### src/rtl/elastic_buffer.sv
// Elastic buffer for 10b symbol streams: a circular FIFO that drops incoming
// SKP symbols when running full and re-sends the head SKP when running empty.
module elastic_buffer #(
  parameter int DATA_WIDTH   = 10,
  parameter int BUFFER_DEPTH = 16
) (
  input  logic                  clk,
  input  logic                  rst,
  input  logic                  buffer_mode,
  input  logic [DATA_WIDTH-1:0] data_in,
  input  logic                  write_enable,
  input  logic                  read_enable,
  output logic [DATA_WIDTH-1:0] data_out,
  output logic                  overflow,
  output logic                  underflow,
  output logic                  skp_removed,
  output logic                  skp_added
);
  localparam int AW = $clog2(BUFFER_DEPTH);
  localparam int CW = AW + 1;
  localparam logic [CW-1:0] DEPTH_C = CW'(BUFFER_DEPTH);
  localparam logic [CW-1:0] HI_HALF = CW'(BUFFER_DEPTH / 2 + 2);
  localparam logic [CW-1:0] LO_HALF = CW'(BUFFER_DEPTH / 2 - 2);
  localparam logic [CW-1:0] HI_EMPTY = CW'(4);
  localparam logic [CW-1:0] LO_EMPTY = CW'(1);
  localparam logic [DATA_WIDTH-1:0] SKP_NEG = DATA_WIDTH'(10'h0F4);
  localparam logic [DATA_WIDTH-1:0] SKP_POS = DATA_WIDTH'(10'h30B);

  logic [DATA_WIDTH-1:0] r_mem [BUFFER_DEPTH];
  logic [AW-1:0]         r_wr_ptr;
  logic [AW-1:0]         r_rd_ptr;
  logic [CW-1:0]         r_count;

  logic [CW-1:0]         w_hi;
  logic [CW-1:0]         w_lo;
  logic [DATA_WIDTH-1:0] w_head;
  logic                  w_full;
  logic                  w_empty;
  logic                  w_in_skp;
  logic                  w_head_skp;
  logic                  w_drop_skp;
  logic                  w_hold_skp;
  logic                  w_store;
  logic                  w_pop;

  assign w_hi       = buffer_mode ? HI_EMPTY : HI_HALF;
  assign w_lo       = buffer_mode ? LO_EMPTY : LO_HALF;
  assign w_head     = r_mem[r_rd_ptr];
  assign w_full     = (r_count == DEPTH_C);
  assign w_empty    = (r_count == '0);
  assign w_in_skp   = (data_in == SKP_NEG) || (data_in == SKP_POS);
  assign w_head_skp = (w_head == SKP_NEG) || (w_head == SKP_POS);

  // All decisions use the pre-edge count, so a same-cycle pop never frees room
  // for a write and a same-cycle write never satisfies a read.
  assign w_drop_skp = write_enable && !w_full && w_in_skp && (r_count >= w_hi);
  assign w_store    = write_enable && !w_full && !w_drop_skp;
  assign w_hold_skp = read_enable && !w_empty && (r_count <= w_lo) && w_head_skp;
  assign w_pop      = read_enable && !w_empty && !w_hold_skp;

  // Storage is left uncleared by reset; pointers alone define its contents.
  always_ff @(posedge clk) begin
    if (w_store && !rst) r_mem[r_wr_ptr] <= data_in;
  end

  always_ff @(posedge clk) begin
    if (rst) begin
      r_wr_ptr    <= '0;
      r_rd_ptr    <= '0;
      r_count     <= '0;
      data_out    <= '0;
      overflow    <= 1'b0;
      underflow   <= 1'b0;
      skp_removed <= 1'b0;
      skp_added   <= 1'b0;
    end else begin
      overflow    <= write_enable && w_full;
      underflow   <= read_enable && w_empty;
      skp_removed <= w_drop_skp;
      skp_added   <= w_hold_skp;
      if (w_store) r_wr_ptr <= r_wr_ptr + 1'b1;
      if (w_pop) r_rd_ptr <= r_rd_ptr + 1'b1;
      if (read_enable && !w_empty) data_out <= w_head;
      r_count <= r_count + CW'(w_store) - CW'(w_pop);
    end
  end
endmodule

### config.mk
export PLATFORM = sky130hd
export DESIGN_NAME = elastic_buffer
export DESIGN_NICKNAME = d
export VERILOG_FILES = /design/src/rtl/elastic_buffer.sv
export SDC_FILE = /design/constraint.sdc
export NUM_CORES = 1
export LEC_CHECK = 0
export CAP_MARGIN = 20
export CORE_MARGIN = 2
export CORE_UTILIZATION = 55
export DETAILED_ROUTE_END_ITERATION = 7
export HOLD_SLACK_MARGIN = 0.08
export PLACE_DENSITY = 0.76
export SKIP_CTS_REPAIR_TIMING = 1
export SLEW_MARGIN = 20
export SYNTH_ARGS = -nofsm -noshare
export SYNTH_HDL_FRONTEND = slang
export SYNTH_SLANG_ARGS = --single-unit
### constraint.sdc
create_clock -name clk -period 5.97 [get_ports clk]
set_input_delay 1.194 -clock clk [delete_from_list [all_inputs] [get_ports clk]]
set_output_delay 1.194 -clock clk [all_outputs]
set_load 0.01 [all_outputs]
# After elaboration in Yosys (flattened, before gate mapping)
# Memories as Yosys holds them, arrays and structs flattened. A register that Yosys moved wholly into a read port is not among the register bits.
# Index checks and enable logic that the tools add are counted.
[op_classes] addsub=4 magnitude_cmp=2 n_eq_ne=5 muxes=6 reduce_logical=19
[ops] operator="$eq 10x10->1 const B" n=2
[ops] operator="$eq 10x8->1 const B" n=2
[ops] operator="$mux 4" n=3
[ops] operator="$logic_and 1x1->1" n=11
[ops] operator="$add 4x1->4 const B" n=2
[ops] operator="$add 5x1->5" n=1
[ops] operator="$eq 5x5->1 const B" n=1
[ops] operator="$ge 5x4->1" n=1
[ops] operator="$le 5x3->1" n=1
[ops] operator="$logic_not 1->1" n=5
[ops] operator="$logic_not 5->1" n=1
[ops] operator="$sub 5x1->5" n=1
[ops] operator="$mux 3" n=1
[ops] operator="$logic_or 1x1->1" n=2
[ops] operator="$mux 1" n=2
[word_totals] ff_bits=27 ramBits=160 in_bits=15 out_inout_bits=14 wordCells=45 n_memories=1
[memory_table] memory="r_mem" words=16 width=10 rd=1 rd_ports_with_merged_regs=1 wr=1 line_no="29" rtl="logic [DATA_WIDTH-1:0] r_mem [BUFFER_DEPTH];"

# Longest topological paths before layout
# Gate-level depths: netlist of the first run.
[depth] ltp_word=10 ltp_mapped=19 depth_no_buf=18

# Least setup slack after synthesis of the first run
# OpenSTA, ideal clock, no wires.
[synth_path] path_kind="input port to flip-flop" startpoint="input port buffer_mode" endpoint="register r_count[4]" setup_ps=71 t_arrival_ps=4009 required_time_ps=5899 path_slack_ps=1891 cell_stages=17 n_path_buf=0 cell_sequence="inv_1 -> ha_1 -> nor4b_1 -> a32o_1 -> o211ai_1 -> nor4b_2 -> nor2_1 -> ha_1 -> inv_1 -> ha_1 -> inv_1 -> fa_1 -> inv_1 -> a21oi_1 -> nor2_1 -> or3_1 -> a21oi_1"
[synth_via] elab_chain_len=7 word_cells_on_any_way=13 cone_classes="add/sub (2); order compare (2); mux (2); reduce/logical (7)"
[synth_lines] element="start, declared" line_no="9" rtl="input logic buffer_mode,"
[synth_lines] element="$mux 4 or $mux 3 (tied branches)" line_no="46, 47"
[synth_lines] element="$ge 5x4->1 or $le 5x3->1 (tied branches)" line_no="56, 58"
[synth_lines] element="$logic_and 1x1->1 (on tied branches)" line_no="56, 58"
[synth_lines] element="$logic_not 1->1 or $logic_and 1x1->1 (tied branches)" line_no="57, 58"
[synth_lines] element="$logic_and 1x1->1 or $logic_not 1->1 (tied branches)" line_no="57, 59"
[synth_lines] element="$add 5x1->5 or $logic_and 1x1->1 (tied branches)" line_no="84, 59"
[synth_lines] element="$sub 5x1->5 (*)" line_no="84" rtl="r_count <= r_count + CW'(w_store) - CW'(w_pop);"
[synth_lines] element="end signal, assigned" line_no="84"
[synth_lines] element="end, declared" line_no="32" rtl="logic [CW-1:0] r_count;"
# Every way passes the cells marked *; elsewhere a longest branch is shown, timed or not.
# A chain may end at the register's enable or synchronous reset.

==> results of run 1 <==
==> layout by cell type, fill, tap and decap left out, types with 10 or more instances in the layout <==
cell,count
a21oi_1,18
nor2_1,21
mux4_1,11
inv_1,14
clkdlybuf4s50_1,28
clkbuf_16,18
nand2_1,34
buf_4,12
and3_1,10
mux4_2,30
edfxtp_1,160
dfxtp_1,29
ha_1,18
==> logic make-up after synthesis <==
family | synth area share
flops | 0.694
buf+inv | 0.0210
compound gates | 0.0407
fa+ha+maj | 0.0314
simple gates | 0.0726
mux | 0.135
xor+xnor | 0.00449
==> path summary, 6_finish.rpt <==
check                                  end  slack, ns  cells after the start
setup / recovery     r_count[4]$_SDFF_PP0_       1.14                     16
hold / removal    data_out[9]$_SDFFE_PP0P_       0.45                      2
setup reg to reg     r_count[4]$_SDFF_PP0_       1.14                     16
hold reg to reg   data_out[9]$_SDFFE_PP0P_       0.45                      2
==> cells in the mapped netlist (all sizes together) <==
cell type,count
a21o,1
or4,2
a32o,1
nor4b,4
o21bai,1
fa,1
nor2b,8
clkbuf,9
and4b,1
o31ai,1
xor2,1
a22o,2
mux4,41
edfxtp,160
o211ai,1
o41ai,1
nand4,4
a21oi,18
nand2b,1
o21a,1
xnor2,3
a21boi,1
inv,14
a22oi,6
and2,1
and3,10
mux2,3
dfxtp,31
o21ai,9
nand2,34
nand3,3
mux2i,6
or2,1
and4,1
nor2,21
nor3b,2
or3,4
a221oi,3
and3b,1
nor4,2
a31oi,1
buf,11
ha,18
nor3,8
or3b,1
==> per-stage QoR <==
stage / std cells / hold WS (ns) / power (mW) / cell area, µm² / utilization
finish: 686 / 0.453 / 3.24 / 8850 / 0.637
floorplan: 454 / 0.466 / 2.03 / 7810 / -
detailed placement: 654 / 0.449 / 2.22 / 8300 / 0.598
CTS: 686 / 0.457 / 3.25 / 8850 / 0.637
global placement: 654 / 0.447 / 2.20 / 8300 / 0.598
global route: 686 / 0.483 / 3.38 / 8850 / 0.637
==> worst register-to-register path, stage by stage (launching register included) <==
cell	delay, ns
dfxtp_2	0.83
buf_4	0.31
mux4_2	0.54
a22o_1	0.19
a221oi_1	0.64
nor4b_2	0.67
nor2_1	0.12
ha_1	0.29
inv_1	0.04
ha_1	0.18
inv_1	0.06
fa_1	0.20
inv_1	0.05
a21oi_1	0.12
nor2_1	0.06
or3_1	0.30
a21oi_1	0.15
==> sequential cells by signal (all words and copies together), names as in the netlist, named ones only <==
name         cells
r_mem          160
data_out        10
r_count          5
r_rd_ptr         4
r_wr_ptr         4
overflow         1
skp_added        1
skp_removed      1
underflow        1
==> per-layer routing <==
metal	share of wire	vias to the layer above
met4	0.013	0
met1	0.43	2182
met3	0.061	17
li1	-	1868
met5	0	-
met2	0.49	173
==> cell type report <==
type                       count  area [µm²]  share of cell area
inverter                      14        52.6             0.00594
clock buffer                  23         489              0.0553
clock inverter                 9        57.6             0.00651
sequential                   191        5430               0.614
timing repair buffer          40         370              0.0419
tap                          180         225              0.0255
multi-input combinational    229        2220               0.251
==> where the power goes <==
group | internal, mW | switching [mW] | leakage, nW
logic | 0.300 | 0.316 | 0.956
clock network | 0.578 | 0.464 | 0.268
registers | 1.51 | 0.0765 | 1.70
==> run summary, run 1 <==
The share of layout cells above drive strength 1 is 0.160, and the total power per unit cell area is 366 nW/µm². The number of port buffers came out at 28. The total global-route track usage is 0.219. For this run, the post-layout net count is 527. The signal on the critical path passes through buf_4, mux4_2, a22o_1, a221oi_1, nor4b_2, nor2_1, ha_1, inv_1, ha_1, inv_1, fa_1, inv_1, a21oi_1, nor2_1, or3_1, a21oi_1. The later-pin clock latency in the skew report came out at 0.43 ns. The worst slew margin relative to its limit is 0.283, and the average footprint of a synthesized cell is 17.2 µm². The first-pass iteration count of the detailed router was 7. The total of warnings raised by yosys came out at 0. The leakage power summed over all cells is 2.92 nW, and the pin count of the biggest net entering global routing is 31. For the area of the core region, the log shows 13900 µm². The number of DRC markers after the initial detailed-route iteration is 402, and the post-synthesis cell area is 7810 µm². The tools report the count of maximum capacitance violations as 0. The H-tree level count was 4. Synthesis produced a netlist with a net count of 488. In the synthesized netlist, the number of instances is 454. The clock net in this run drives a total of 191 sinks. On the critical path, the stage with the largest delay is an instance of dfxtp_2. Summed over all instances, the cell type with the most area after synthesis is edfxtp_1.

The HPWL after detailed placement came out at 10100 µm. The setup path with the least slack is of type reg2reg. The delay of the slowest cell on the worst path came out at 0.83 ns.

For the count of final hold-check violations, the log shows 0. The total congestion overflow is 0. After clock tree synthesis, the clock-pin slew on the worst setup and hold paths is 0.07 ns. The area of the die is 15200 µm². The first global-routing pass estimated 23500 µm of wire. The initial standard-cell utilization of the core was 0.563; the upper clock frequency limit was 207 MHz.

The detailed router placed 4240 vias in this run. The logs give 0.812 for the routability-driven placement congestion ratio and 941 for the fill cell total of the finished layout. The most frequent cell on the critical path is inv_1. The I/O pin count is 29, and the maximum root-to-sink buffer count is 2. The logs give 15500 µm for the detailed-route wire length and 0 for the final-report max-slew violation count. The initialized floorplan defines 43 standard-cell rows. Root buffer selected by CTS: clkbuf_16.

In the routed layout, each cell is associated on average with a via count of 6.18. Measured along the x axis, the die boundary spans 123 µm. The met2 track demand over resource came out at 0.349. Across the VDD grid, the largest voltage drop is 0.302 mV.

The total of flip-flops plus latches after synthesis works out to 191. In the post-route analysis, the smallest setup slack over all paths is 1.14 ns. Adding up every negative setup slack in the final design gives 0 ns. Timing analysis after detailed placement gives a worst setup slack of 0.931 ns. The start point of the worst min-delay path is data_out[9]$_SDFFE_PP0P_. The die extent in y is 123 µm, and the share of the cycle needed by the critical path after routing is 0.809.

The layer carrying the most global-route usage was met2. Relative to the synthesized area, the layout overhead comes to 13.2%. Setup violations remaining at the end of the flow were counted as 0. The clock period could shrink to 4.83 ns.

The count of nets left with antenna violations once routing finished came out at 0. At the pin with the least slew margin, the transition time is 1.07 ns. The run gives 6.33 ns as the endpoint required time on the critical path. The clock buffer count from CTS was 17; the largest fanout on the critical path was 23.

0 antenna diodes ended up in the layout. After detailed routing, the average wire length per cell comes to 22.5 µm. The area share of the largest cell type after synthesis works out to 0.615.

The number of global-route vias before repair is 4125. The category of the worst setup path launch point was a flop. In the post-synthesis netlist, the biggest area contributors are edfxtp_1, mux4_2, dfxtp_1. STA classifies the critical path endpoint as a flop. The run gives 0.0517 as the met3 global-route usage. Setup repair after global routing left no endpoint under its margin.

The run finished with clean final reports. Cell family contributing the most delay on the critical path: simple AND/OR/NAND/NOR gates. The worst clock skew came out at 0.0135 ns. The tools report the residual DRC count as 0.

TritonCTS built the clock tree. The logs give 0 for the initial antenna violation count and 54 for the count of cell types in the netlist. The sequential share of the synthesized area came out at 0.694.

The path class of the tightest hold or removal check is reg2reg. The number of buffers and inverters on the critical path is 4. The data arrival time at the worst-slack endpoint was 5.19 ns. The routing usage on met1 is 0.306.
Note: power is estimated with default switching activity, not from simulation.
==> run 2: changes to the inputs <==
--- a/config.mk
+++ b/config.mk
@@ -10,7 +10,7 @@
 export CORE_UTILIZATION = 55
 export DETAILED_ROUTE_END_ITERATION = 7
 export HOLD_SLACK_MARGIN = 0.08
-export PLACE_DENSITY = 0.76
+export PLACE_DENSITY = 0.79
 export SKIP_CTS_REPAIR_TIMING = 1
 export SLEW_MARGIN = 20
 export SYNTH_ARGS = -nofsm -noshare
==> constraint.sdc (replaced) <==
create_clock -name clk -period 4.1 [get_ports clk]
set_input_delay 0.82 -clock clk [delete_from_list [all_inputs] [get_ports clk]]
set_output_delay 0.82 -clock clk [all_outputs]
set_load 0.01 [all_outputs]
==> run summary, run 2 (same netlist as run 1, synthesis figures left out) <==
The slowest stage of the critical path belongs to the cell mux4_2. In the layout the commonest cells are edfxtp_1, buf_4, nand2_1, mux4_2, dfxtp_1. The I/O pin count was 29; the final-report max-slew violation count was 0. The routability-driven placement congestion ratio is 0.818, and the largest fanout on the critical path is 6.

The slack of the worst reg-to-reg path is 0.23 ns, and the share of layout cells above drive strength 1 is 0.240. TritonCTS built the clock tree. The tree is rooted in a clkbuf_16. The signed area change from the synthesized netlist to the final layout was 18.6%; the switching part of the total power was 0.252. The register with the most flip-flops in the layout has 160 of them.

Number of global-route vias before repair: 4286. The part of the power in registers is 0.454. The flow ran to the end, and the final reports show no timing, DRC or antenna violations. The number of antenna diodes in the final layout is 0. For this block, the routed nets add up to 17200 µm of wire.

The first-pass iteration count of the detailed router was 5; the number of buffers and inverters on the critical path was 3. The slew at the pin closest to its max-slew limit is 0.795 ns, and the maximum root-to-sink buffer count is 2. Leaving out fill and tap cells, the most frequent cell in the layout is edfxtp_1.

Summed over all layers, the global routing overflow is 0. The worst min-delay path category is reg2reg. At the worst endpoint, the arrival time is 4.23 ns. For the layout net count, the log shows 567. The total clock sinks was 191. Setup slack closes at 0.234 ns.

The design draws 4.98 mW. The first routing iteration left 412 violations. The count of final hold-check violations was 0. The initial standard-cell utilization of the core was 0.563; the fill cell total of the finished layout was 899. STA classifies the critical path startpoint as a flop.

Buffers placed on the I/O ports in this run total 28. The run gives 3.15 nW as the leakage power summed over all cells. After detailed routing, the number of remaining DRC violations is 0. The worst setup path category was reg2reg.

The die extent in y is 123 µm, and the area of the core region is 13900 µm². The tool flagged a number of max-cap violations equal to 0. The post-route minimum period is 3.87 ns. The combinational share of power is 0.216. The upper clock frequency limit was 259 MHz; the wire length of the first global-routing pass was 24800 µm. The most numerous cell type found on the critical path is inv_1.

Number of endpoints failing setup at the final stage: 0. Dividing the detail-routed wire length by the instance count gives 23.7 µm. The HPWL after detailed placement is 11000 µm. The later-pin clock latency in the skew report was 0.43 ns. The critical path goes through mux4_2, mux4_2, or3_1, o41ai_4, nor2_1, ha_1, inv_1, ha_1, inv_1, fa_2, inv_1, a21oi_1, nor2_1, or3_1, a21oi_2. The tools report the clock group share of total power as 0.330. The run gives 5430 µm² as the sequential cell area in the final layout.

Cell internal power was estimated by the tool at 3.73 mW. The register name with the most flops was r_mem. The clock buffer count from CTS is 17.

The floorplan step defined a die boundary enclosing 15200 µm². Setup repair after global routing left no endpoint under its margin. IR analysis of the VDD net gives a maximum drop of 0.562 mV.

At the worst endpoint, the required time is 4.47 ns. The initial antenna violation count was 0. The kind of end point of the critical path was a flop. Grouping stages by cell kind, the critical path spends the most delay in multiplexers.

Count of nets left with antenna violations after detail routing: 0. The switching power summed over all nets was 1.25 mW; the worst clock skew was 0.0141 ns. From left edge to right edge, the die measures 123 µm.

The largest registers in the layout are r_mem (160), data_out (10), r_count (5). The floorplan has 43 rows. The largest single stage delay on the critical path is 0.53 ns.

The tools report the worst slew margin relative to its limit as 0.470. The mean number of vias per cell was 6.10; the H-tree level count was 4. The total power per unit cell area works out to 537 nW/µm². For the total global-route track usage, the log shows 0.234.

The pin count of the biggest net entering global routing is 30, and the clock-pin transition on the worst setup and hold timing paths is 0.06 ns. For this block, the via count after detailed routing is 4432. Prior to clock tree synthesis, the placed netlist has a worst setup slack of -0.0635 ns. The share of the cycle needed by the critical path after routing is 0.943, and the multi-input logic area is 2250 µm².
==> run 2: power by group through the flow <==
stage,Combinational [mW],Sequential (mW),Clock [mW]
after CTS,0.992,2.26,1.66
after global routing,1.17,2.27,1.73
after floorplan,0.669,2.29,0
after detailed placement,0.976,2.30,0
final,1.07,2.26,1.65
after global placement,0.948,2.29,0
==> run 2: area by class of cell <==
class                      count  share of cell area
inverter                      14             0.00567
sequential                   191               0.586
clock buffer                  26              0.0517
tap                          180              0.0243
multi-input combinational    229               0.243
clock inverter                 6              0.0116
timing repair buffer          80              0.0773
==> run 2: worst paths after layout <==
check                                                 to                     start  depth (start not counted)
worst min register to register  data_out[0]$_SDFFE_PP0P_  data_out[0]$_SDFFE_PP0P_                          2
worst min-delay path            data_out[0]$_SDFFE_PP0P_  data_out[0]$_SDFFE_PP0P_                          2
worst max-delay path               r_count[4]$_SDFF_PP0_                      flop                         15
worst max register to register     r_count[4]$_SDFF_PP0_                      flop                         15
==> run 2: tightest hold or removal path, cell delays in order (launching register included) <==
cell	delay (ns)
dfxtp_1	0.31
nand2_1	0.05
a21oi_1	0.05
==> run 2: per-stage QoR <==
step                cells  cell area, µm²  utilization  setup TNS, ns  hold slack, ns
global placement      686            8550        0.616              0           0.445
floorplan             454            7810            -              0           0.466
detailed placement    687            8560        0.616        -0.0635           0.452
finish                726            9270        0.668              0           0.454
global route          726            9270        0.668              0           0.487
CTS                   719            9140        0.659        -0.0905           0.459
==> run 2: layer usage <==
layer	vias up	track usage	part of all wire
li1	1960	-	-
met1	2273	0.314	0.42
met2	166	0.376	0.50
met3	33	0.0604	0.059
met4	0	0.0803	0.022
met5	-	0	0
